$ cat config.mk
export PLATFORM = sky130hd
export DESIGN_NAME = tdc_code_accumulator_flat
export DESIGN_NICKNAME = d
export VERILOG_FILES = /design/src/rtl/tdc_pkg.sv /design/src/rtl/tdc_code_accumulator_if.sv /design/src/rtl/tdc_therm_encoder.sv /design/src/rtl/tdc_code_accumulator.sv /design/src/flat_wrapper.sv
export SDC_FILE = /design/constraint.sdc
export NUM_CORES = 1
export LEC_CHECK = 0
export BUFFER_PORTS_ARGS = -buffer_cell sky130_fd_sc_hd__buf_2
export CELL_PAD_IN_SITES_DETAIL_PLACEMENT = 1
export CELL_PAD_IN_SITES_GLOBAL_PLACEMENT = 1
export CORE_MARGIN = 2
export CORE_UTILIZATION = 45
export CTS_BUF_LIST = sky130_fd_sc_hd__clkbuf_2 sky130_fd_sc_hd__clkbuf_4 sky130_fd_sc_hd__clkbuf_8
export DETAILED_ROUTE_END_ITERATION = 7
export PLACE_DENSITY_LB_ADDON = 0.1
export RECOVER_POWER = 100
export SKIP_CTS_REPAIR_TIMING = 1
export SYNTH_ARGS = -nofsm -noshare
export SYNTH_HDL_FRONTEND = slang
export SYNTH_SLANG_ARGS = --single-unit
$ cat constraint.sdc
create_clock -name clk -period 2.12 [get_ports clk]
set_input_delay 0.318 -clock clk [delete_from_list [all_inputs] [get_ports clk]]
set_output_delay 0.318 -clock clk [all_outputs]
set_load 0.01 [all_outputs]
$ cat src/rtl/tdc_pkg.sv
// Shared types and width helpers for the TDC code accumulator.
// Holds the FSM state encoding and the default tap count.
package tdc_pkg;

  localparam int TAPS_DEF = 32;

  typedef enum logic [1:0] {
    IDLE,
    ACCUM,
    HOLD
  } state_t;

  function automatic int cnt_width(input int taps);
    return $clog2(taps + 1);
  endfunction

endpackage

$ cat src/rtl/tdc_code_accumulator_if.sv
// Result port of the TDC accumulator: valid/ready plus mean/min/max.
// The producer drives valid and data; the consumer drives ready.
interface tdc_code_accumulator_if #(
  parameter int CNT_W = 6
);
  logic             result_valid;
  logic             result_ready;
  logic [CNT_W-1:0] result_mean;
  logic [CNT_W-1:0] result_min;
  logic [CNT_W-1:0] result_max;

  modport master (
    output result_valid,
    output result_mean,
    output result_min,
    output result_max,
    input  result_ready
  );

  modport slave (
    input  result_valid,
    input  result_mean,
    input  result_min,
    input  result_max,
    output result_ready
  );
endinterface

$ cat src/rtl/tdc_therm_encoder.sv
// Thermometer code to tap count. Define TDC_BUBBLE_FIX_EN to
// majority-filter single-bit bubbles before the popcount.
module tdc_therm_encoder #(
  parameter int TAPS  = 32,
  parameter int CNT_W = 6
) (
  input  logic [TAPS-1:0]  i_code,
  output logic [CNT_W-1:0] o_count
);

  logic [TAPS-1:0] w_t;

`ifdef TDC_BUBBLE_FIX_EN
  // Ends padded so the first tap sees a 1 below and the last a 0 above
  logic [TAPS+1:0] w_ext;
  assign w_ext = {1'b0, i_code, 1'b1};

  always_comb begin
    w_t = '0;
    for (int i = 0; i < TAPS; i++) begin
      w_t[i] = (w_ext[i]   & w_ext[i+1]) |
               (w_ext[i]   & w_ext[i+2]) |
               (w_ext[i+1] & w_ext[i+2]);
    end
  end
`else
  assign w_t = i_code;
`endif

  always_comb begin
    o_count = '0;
    for (int i = 0; i < TAPS; i++) begin
      o_count = o_count + CNT_W'(w_t[i]);
    end
  end

endmodule

$ cat src/rtl/tdc_code_accumulator.sv
// Burst accumulator for the delay-line TDC: mean/min/max of 2**LOG2_N
// encoded samples. Encoder honours TDC_BUBBLE_FIX_EN.
module tdc_code_accumulator
  import tdc_pkg::*;
#(
  parameter int TAPS   = TAPS_DEF,
  parameter int LOG2_N = 4
) (
  input  logic            clk,
  input  logic            rst,
  input  logic            i_start,
  input  logic            i_sample_valid,
  input  logic [TAPS-1:0] i_therm_code,
  output logic            o_busy,
  output logic [3:0]      o_drop_cnt,
  tdc_code_accumulator_if.master res
);

  localparam int CNT_W = cnt_width(TAPS);
  localparam int ACC_W = CNT_W + LOG2_N;
  localparam logic [LOG2_N:0] N_L = {1'b1, {LOG2_N{1'b0}}};
  localparam logic [CNT_W-1:0] TAPS_L = CNT_W'(TAPS);

  state_t r_state, w_next;

  logic [LOG2_N:0]  r_cnt;
  logic             r_s1_v;
  logic [CNT_W-1:0] r_s1_cnt;
  logic             r_last;
  logic [ACC_W-1:0] r_acc;
  logic [CNT_W-1:0] r_min, r_max, r_mean;
  logic             r_valid;
  logic [3:0]       r_drop;
  logic [CNT_W-1:0] w_enc;

  logic w_clear, w_accept, w_drop, w_finish, w_hs;

  tdc_therm_encoder #(
    .TAPS  (TAPS),
    .CNT_W (CNT_W)
  ) u_enc (
    .i_code  (i_therm_code),
    .o_count (w_enc)
  );

  always_ff @(posedge clk or posedge rst) begin
    if (rst) r_state <= IDLE;
    else     r_state <= w_next;
  end

  always_comb begin
    w_next   = r_state;
    w_clear  = 1'b0;
    w_accept = 1'b0;
    w_drop   = 1'b0;
    w_finish = 1'b0;
    w_hs     = 1'b0;
    unique case (r_state)
      IDLE: begin
        if (i_start) begin
          w_clear = 1'b1;
          w_next  = ACCUM;
        end else if (i_sample_valid) begin
          w_drop = 1'b1;
        end
      end
      ACCUM: begin
        if (i_start) begin
          w_clear = 1'b1;
        end else begin
          if (i_sample_valid && r_cnt < N_L) w_accept = 1'b1;
          else if (i_sample_valid)           w_drop   = 1'b1;
          if (r_last) begin
            w_finish = 1'b1;
            w_next   = HOLD;
          end
        end
      end
      HOLD: begin
        w_drop = i_sample_valid;
        if (r_valid && res.result_ready) begin
          w_hs   = 1'b1;
          w_next = IDLE;
        end
      end
      default: w_next = IDLE;
    endcase
  end

  always_ff @(posedge clk or posedge rst) begin
    if (rst) begin
      r_cnt    <= '0;
      r_s1_v   <= 1'b0;
      r_s1_cnt <= '0;
      r_last   <= 1'b0;
      r_acc    <= '0;
      r_min    <= TAPS_L;
      r_max    <= '0;
      r_mean   <= '0;
      r_valid  <= 1'b0;
      r_drop   <= '0;
    end else begin
      if (w_clear) begin
        r_cnt  <= '0;
        r_s1_v <= 1'b0;
        r_last <= 1'b0;
        r_acc  <= '0;
        r_min  <= TAPS_L;
        r_max  <= '0;
        r_drop <= '0;
      end else begin
        r_s1_v <= w_accept;
        if (w_accept) begin
          r_s1_cnt <= w_enc;
          r_cnt    <= r_cnt + 1'b1;
        end
        if (r_s1_v) begin
          r_acc <= r_acc + ACC_W'(r_s1_cnt);
          if (r_s1_cnt < r_min) r_min <= r_s1_cnt;
          if (r_s1_cnt > r_max) r_max <= r_s1_cnt;
        end
        // Counter already reads N when the last sample reaches stage 2
        r_last <= r_s1_v && (r_cnt == N_L);
        if (w_drop && r_drop != 4'hF) r_drop <= r_drop + 1'b1;
      end
      if (w_finish) begin
        r_mean  <= r_acc[ACC_W-1:LOG2_N];
        r_valid <= 1'b1;
      end else if (w_hs) begin
        r_valid <= 1'b0;
      end
    end
  end

  assign o_busy           = (r_state == ACCUM);
  assign o_drop_cnt       = r_drop;
  assign res.result_valid = r_valid;
  assign res.result_mean  = r_mean;
  assign res.result_min   = r_min;
  assign res.result_max   = r_max;

endmodule

$ cat src/flat_wrapper.sv
// flat-port wrapper written by rule: the top's interface ports become plain ports
module tdc_code_accumulator_flat import tdc_pkg::*;
#(
  parameter int TAPS   = TAPS_DEF,
  parameter int LOG2_N = 4
)
  (clk, rst, i_start, i_sample_valid, i_therm_code, o_busy, o_drop_cnt, res_result_valid, res_result_mean, res_result_min, res_result_max, res_result_ready);
  tdc_code_accumulator_if #(.CNT_W(6)) res_i ();
  input  logic clk;
  input  logic rst;
  input  logic i_start;
  input  logic i_sample_valid;
  input  logic [TAPS-1:0] i_therm_code;
  output logic o_busy;
  output logic [3:0] o_drop_cnt;
  output wire logic [$bits(res_i.result_valid)-1:0] res_result_valid;
  output wire logic [$bits(res_i.result_mean)-1:0] res_result_mean;
  output wire logic [$bits(res_i.result_min)-1:0] res_result_min;
  output wire logic [$bits(res_i.result_max)-1:0] res_result_max;
  input wire logic [$bits(res_i.result_ready)-1:0] res_result_ready;
  assign res_result_valid = res_i.result_valid;
  assign res_result_mean = res_i.result_mean;
  assign res_result_min = res_i.result_min;
  assign res_result_max = res_i.result_max;
  assign res_i.result_ready = res_result_ready;
  tdc_code_accumulator #(.TAPS(TAPS), .LOG2_N(LOG2_N)) u_core (.clk(clk), .rst(rst), .i_start(i_start), .i_sample_valid(i_sample_valid), .i_therm_code(i_therm_code), .o_busy(o_busy), .o_drop_cnt(o_drop_cnt), .res(res_i));
endmodule
Word-level counts from Yosys, hierarchy flattened
Index checks and enable logic that the tools add are counted.
{ "totals": {"ff_bits": 48, "latch_bits": 0, "memories": 0, "rom_bits": 0, "inputBits": 37, "out_inout_bits": 24, "ramBits": 0, "elab_cells": 109} }
{ "classes": {"n_lt_le_gt_ge": 3, "muxes": 36, "div": 0, "bitwise": 1, "n_eq_ne": 8, "n_addsub": 34, "n_shift": 0, "n_reduce_logical": 16, "multipliers": 0} }
{ "op_table": {"columns": ["operator", "count"], "rows": [
  ["6-bit by 1-bit adder with 6-bit output", 26],
  ["6-bit two-way mux", 6],
  ["10-bit two-way mux", 2],
  ["1-bit two-way mux", 18],
  ["2-bit nonzero test", 6],
  ["10-bit by 6-bit adder with 10-bit output", 1],
  ["5-bit two-way mux", 2],
  ["2-bit two-way mux", 4],
  ["4-bit two-way mux", 2],
  ["5-bit by 1-bit adder with 6-bit output", 1],
  ["6-bit greater-than comparator", 1],
  ["6-bit < comparator", 1],
  ["2-bit case mux with 3 select lines", 1],
  ["2-bit AND reduction", 3],
  ["4-bit by 1-bit adder with 5-bit output", 1],
  ["5-bit by 1-bit adder with 5-bit output, second input constant", 1],
  ["5-bit == test, second input constant", 1],
  ["5-bit < comparator, second input constant", 1],
  ["3-bit by 1-bit adder with 4-bit output", 1],
  ["4-bit by 1-bit adder with 4-bit output, second input constant", 1],
  ["1-bit logical AND", 4],
  ["2-bit by 1-bit != test with 1-bit output, second input constant", 2],
  ["2-bit != test, second input constant", 2],
  ["4-bit != test, second input constant", 1],
  ["other kinds (9)", 9]
]} }

Logic depth before layout (Yosys ltp)
{ "logic_depth": {"depth_word": 31, "mapped_depth": 16, "depth_no_buf": 16} }

Hierarchy
Synthesis repeated with hierarchy kept, for this count alone.
{ "hier_totals": {"cells_unflattened": 324, "area_unflattened_um2": 3290.7} }
{ "by_module_without_submodules": {"columns": ["mod", "area_each_um2", "n_inst", "seq_area_each_um2", "cells_each"], "rows": [
  ["tdc_code_accumulator", 2532.4, 1, 1202.4, 251],
  ["tdc_therm_encoder", 758.2, 1, 0.0, 73]
]} }

Worst setup path before layout
No wires, ideal clock.
{ "synth_path": {"path_kind": "in2reg", "from": "input i_therm_code[0]", "to": "register u_core.r_s1_cnt[4]", "setup_slack_ps": -2434, "stages": 14, "setup_time_ps": 135, "required_ps": 1985, "n_path_buf": 0, "t_arrival_ps": 4419, "path_cell_list": "inv_1 > fa_1 > fa_1 > fa_1 > fa_1 > fa_1 > fa_1 > inv_1 > ha_1 > fa_1 > a21o_1 > a21oi_1 > xor2_1 > o21ai_0"} }
{ "synth_between": {"elab_chain_len": 31} }
{ "synth_lines": {"columns": ["item", "line_no", "text"], "rows": [
  ["start: declaration", "flat_wrapper.sv:13", "input logic [TAPS-1:0] i_therm_code;"],
  ["1-bit by 1-bit adder with 2-bit output", "tdc_therm_encoder.sv:33", "o_count = o_count + CNT_W'(w_t[i]);"],
  ["2-bit by 1-bit adder with 3-bit output", "tdc_therm_encoder.sv:33", null],
  ["3-bit by 1-bit adder with 4-bit output", "tdc_therm_encoder.sv:33", null],
  ["4-bit by 1-bit adder with 5-bit output", "tdc_therm_encoder.sv:33", null],
  ["5-bit by 1-bit adder with 6-bit output", "tdc_therm_encoder.sv:33", null],
  ["6-bit by 1-bit adder with 6-bit output (26 in series)", "tdc_therm_encoder.sv:33", null],
  ["end signal: assignment", "tdc_code_accumulator.sv:114", "r_s1_cnt <= w_enc;"],
  ["end: declaration", "tdc_code_accumulator.sv:28", "logic [CNT_W-1:0] r_s1_cnt;"]
]} }
No other way between the ends.
A chain may end at the register's enable or synchronous reset.

Final worst setup path
{ "layout_path": {"from": "input i_therm_code[9]", "to": "register u_core.r_s1_cnt[2]"} }
{ "layout_between": {"elab_chain_len": 23} }
{ "layout_lines": {"columns": ["item", "line_no"], "rows": [
  ["6-bit by 1-bit adder with 6-bit output (23 in series)", "tdc_therm_encoder.sv:33"]
]} }
No other way between the ends.

==> impl_summary.log <==
[metrics] run status: complete, but fails checks
[metrics] failing checks: setup timing
[metrics] detailed route wirelength on metal2: 3.83 mm
[metrics] I/O pin count: just over 60
[metrics] total grt overflow: 0
[metrics] number of nets in the layout: 494
[metrics] Chip Width: 90.3 um
[metrics] share of cells above drive strength 1: 24.1%
[metrics] total power density per cell area: approximately 1300 mW/mm2
[metrics] post-route insts no fill: a little over 500
[metrics] WL/cell: around 15 um
[metrics] slowest stage delay, CP: around 570 ps
[metrics] total number of H-tree levels: 2
[metrics] hold path startpoint: res_result_ready
[metrics] distinct cell type count after synthesis: 40
[metrics] startpoint type of the worst setup path: primary input
[metrics] prevailing post-synth register cell: sky130_fd_sc_hd__dfrtp_1
[metrics] wire length of the first global-routing pass: ~12 mm
[metrics] clock sink total: 48
[metrics] Reg clk slew, reported paths: roughly 100 ps
[metrics] Clock Path Buffers: 2
[metrics] post-synthesis compound-gate area fraction: roughly a tenth
[metrics] yosys synthesis warning count: 0
[metrics] largest family of logic cells by synthesized area: adder cells
[metrics] later-pin clock latency in the skew report: approximately 300 ps
[metrics] worst relative slew slack: 18.5%
[metrics] number of flops mapped to enable cells by yosys: 0
[metrics] FF-to-FF Start: u_core.r_s1_cnt[0]$_DFFE_PP0P_
[metrics] routability congestion estimate: between 0.7 and 0.8
[metrics] vertical extent of the die: around 90 um
[metrics] final critical-path share of the clock period: 206%
[metrics] timing-limited maximum frequency: between 0.2 and 0.25 GHz
[metrics] highest routed layer: met4
[metrics] number of vias in the routed layout: 2538
[metrics] net count of the mapped netlist: between 400 and 500
[metrics] Max Cap Violations: 0
[metrics] post-synthesis xor/xnor area fraction: between 3 and 4%
[metrics] wire length on met3: roughly 210 um
[metrics] unrepaired setup endpoints after global routing: true
[metrics] number of antenna violations at the first check in global routing: 0
[metrics] total power: approximately 5.2 mW
[metrics] antenna cells: 0
[metrics] post-synthesis instance area: 0.00335 mm2
[metrics] leakage power of the design: approximately 2.0 nW
[metrics] final critical path time including I/O delays and setup: 4380 ps
[metrics] fraction of the yosys area taken by sequential cells: 35.9%
[metrics] Max Clock Skew: between 8 and 9 ps
[metrics] Data arrival, critical path: about 4600 ps
[metrics] average size of a mapped cell: between 10 and 15 um2
[metrics] cell depth of the worst hold path: 3
[metrics] fraction of registers with async set or reset after synthesis: 100%
[metrics] die area: just over 0.008 mm2
[metrics] crit-path max FO: 2
[metrics] total detailed-routing wirelength: 7.46 mm
[metrics] DRT antenna net count: 0
[metrics] post-synthesis share of cell area spent on full adders, half adders and majority gates: between 20 and 30%
[metrics] min-delay worst type: primary input to flop
[metrics] standard-cell rows: 31
[metrics] HPWL after DPL: 5.81 mm
[metrics] library cell contributing the largest single delay on the critical path: sky130_fd_sc_hd__fa_2
[metrics] worst setup slack after layout: -2260 ps
[metrics] wl on met1: 3.34 mm
[metrics] root buffer cell: sky130_fd_sc_hd__clkbuf_8
[metrics] area added between synthesis and finish: 19.1%
[metrics] maximum vdd drop: around 960 uV
[metrics] data required time at the worst endpoint: between 2000 and 2500 ps
[metrics] vias in the first global route: 2633
[metrics] total instance count after detailed placement: 495
[metrics] post-synthesis register bit count: 48
[metrics] pin count of the biggest net entering global routing: between 40 and 50
[metrics] IO Port Bufs: 60
[metrics] share of cell area taken by muxes after synthesis: 5.60%
[metrics] ordered cell list for the critical path: buf_2 -> inv_1 -> fa_1 -> fa_2 -> fa_2 -> fa_1 -> fa_1 -> fa_1 -> inv_2 -> ha_4 -> fa_2 -> buf_6 -> buf_6 -> buf_6 -> xnor2_2 -> o21ai_1
[metrics] Critical R2R Capture: u_core.r_acc[8]$_DFFE_PP0P_
[metrics] hold-critical path endpoint: u_core.res.result_valid$_DFFE_PP0P_
[metrics] Max Transition Viols Final: 0
[metrics] CTS Buf Count: 5
[metrics] area of the core: between 0.007 and 0.008 mm2
[metrics] final hold violation count: 0
[metrics] Worst Max-Slew Pin Slew: roughly 1200 ps
[metrics] via density per instance: between 5 and 6
[metrics] origin of the worst setup path: i_therm_code[9]
[metrics] starting density of the core: 46.4%
[metrics] total global-route track usage: between 10% and 20%
[metrics] setup-violating endpoint count in the final report: 6
[metrics] cell mode on critical path: sky130_fd_sc_hd__fa_1
[metrics] Starting DRT DRC Count: 54
[metrics] setup slack on the worst flop-to-flop path: ~140 ps
[metrics] type of the worst setup path: primary input to flop
[metrics] worst r2r path cells: 8
[metrics] sort of element at the end of the critical path: flop
[metrics] total DRC errors in the routed layout: 0
[metrics] post-synthesis simple-gate area fraction: 11.0%
[metrics] Pre-Repair DR Iteration Count: 4
[metrics] TritonCTS clock tree: done
[metrics] synthesized netlist cell count: 333
[cell usage in the layout (no fill, tap or decap), types with 3 or more instances in the layout]
| cell type | Yosys | layout |
|---|---|---|
| sky130_fd_sc_hd__fa_2 | 0 | 6 |
| sky130_fd_sc_hd__nor2b_1 | 3 | 3 |
| sky130_fd_sc_hd__fa_1 | 25 | 19 |
| sky130_fd_sc_hd__o21ai_1 | 0 | 7 |
| sky130_fd_sc_hd__xor2_1 | 10 | 10 |
| sky130_fd_sc_hd__inv_1 | 66 | 53 |
| sky130_fd_sc_hd__a21o_1 | 5 | 5 |
| sky130_fd_sc_hd__ha_1 | 27 | 25 |
| sky130_fd_sc_hd__buf_4 | 0 | 7 |
| sky130_fd_sc_hd__inv_2 | 0 | 12 |
| sky130_fd_sc_hd__o21ai_0 | 13 | 6 |
| sky130_fd_sc_hd__nand2_1 | 23 | 22 |
| sky130_fd_sc_hd__dfrtp_1 | 47 | 47 |
| sky130_fd_sc_hd__mux2_2 | 6 | 6 |
| sky130_fd_sc_hd__buf_2 | 2 | 34 |
| sky130_fd_sc_hd__nor2_1 | 20 | 20 |
| sky130_fd_sc_hd__nand3_1 | 12 | 12 |
| sky130_fd_sc_hd__buf_6 | 0 | 7 |
| sky130_fd_sc_hd__clkbuf_8 | 0 | 5 |
| sky130_fd_sc_hd__xnor2_1 | 4 | 3 |
| sky130_fd_sc_hd__o211ai_1 | 3 | 3 |
| sky130_fd_sc_hd__mux2i_1 | 12 | 12 |
| sky130_fd_sc_hd__nand2b_1 | 5 | 5 |
| sky130_fd_sc_hd__a21oi_1 | 9 | 7 |
| sky130_fd_sc_hd__clkbuf_1 | 7 | 24 |
| sky130_fd_sc_hd__o31ai_1 | 7 | 7 |
[cells by family (layout without fill, tap and decap cells)]
family,after synthesis,in the layout
AOI/OAI and AO/OA,50,50
xor gates and xnor gates,14,14
adders and majority gates,52,52
buffers and inverters,76,149
DFF,48,48
muxes,18,18
and+or+nand+nor,75,75
[worst max-delay path, delay by kind of cell]
kind / cells / cell delay (ps)
XOR/XNOR: 1 / 110
buffers and inverters: 6 / 550
AO/OA/AOI/OAI: 1 / 160
adder cells (fa/ha/maj): 8 / 3490
[state kept, by name (all words and copies together) (netlist names)]
| signal | cells |
|---|---|
| u_core.r_acc | 10 |
| u_core.r_s1_cnt | 6 |
| u_core.res.result_max | 6 |
| u_core.res.result_mean | 6 |
| u_core.res.result_min | 6 |
| u_core.r_cnt | 5 |
| u_core.o_drop_cnt | 4 |
| u_core.r_state | 2 |
| u_core.r_last | 1 |
| u_core.r_s1_v | 1 |
| u_core.res.result_valid | 1 |
[Yosys cell counts, types with 7 or more instances]
master | n | area [um2]
sky130_fd_sc_hd__dfrtp_1 | 47 | 1180
sky130_fd_sc_hd__clkbuf_1 | 7 | 26.3
sky130_fd_sc_hd__mux2i_1 | 12 | 120
sky130_fd_sc_hd__inv_1 | 66 | 248
sky130_fd_sc_hd__nand2_1 | 23 | 86.3
sky130_fd_sc_hd__fa_1 | 25 | 500
sky130_fd_sc_hd__o31ai_1 | 7 | 52.6
sky130_fd_sc_hd__ha_1 | 27 | 338
sky130_fd_sc_hd__o21ai_0 | 13 | 65.1
sky130_fd_sc_hd__a21oi_1 | 9 | 45.0
sky130_fd_sc_hd__nor2_1 | 20 | 75.1
sky130_fd_sc_hd__nand3_1 | 12 | 60.1
sky130_fd_sc_hd__xor2_1 | 10 | 87.6
[report_power, final]
part	switching [mW]	internal [mW]	leakage, nW
registers	0.138	1.04	0.647
clock network	0.341	0.237	0.0485
logic	1.69	1.76	1.31
[cell type report]
class	instances	area (um2)
Fill cell	836	3230
Multi-Input combinational cell	209	1920
Sequential cell	48	1200
Timing Repair Buffer	74	402
Inverter	67	253
Tap cell	99	124
Clock buffer	5	68.8
Clock inverter	3	22.5
[stage by stage]
stage / TNS (ps) / utilization, % / area, um2 / hold slack (ps) / setup slack [ps]
floorplan: -12170 / - / 3380 / 425 / -2330
global placement: -13460 / 53.4 / 3850 / 436 / -2490
detailed placement: -14250 / 53.4 / 3850 / 449 / -2640
CTS: -12280 / 54.7 / 3950 / 179 / -2310
global route: -12760 / 55.3 / 3990 / 292 / -2390
finish: -12060 / 55.3 / 3990 / 288 / -2260
[per-layer routing]
metal | up-vias | global-route usage [%]
met4 | 0 | 5.00
met1 | 1270 | 24.6
met2 | 40 | 33.1
li1 | 1222 | -
met5 | - | 0
met3 | 6 | 2.67
[worst max-delay path by stage]
| stage | slack (ps) | to | cells past startpoint |
|---|---|---|---|
| after global routing | -2390 | u_core.r_s1_cnt[4]$_DFFE_PP0P_ | 15 |
| after global placement | -2490 | u_core.r_s1_cnt[4]$_DFFE_PP0P_ | 15 |
| after floorplan | -2330 | u_core.r_s1_cnt[4]$_DFFE_PP0P_ | 14 |
| after detailed placement | -2640 | u_core.r_s1_cnt[5]$_DFFE_PP0P_ | 17 |
| final | -2260 | u_core.r_s1_cnt[2]$_DFFE_PP0P_ | 16 |
| after CTS | -2310 | u_core.r_s1_cnt[5]$_DFFE_PP0P_ | 17 |
(Power assumes the default switching activity.)
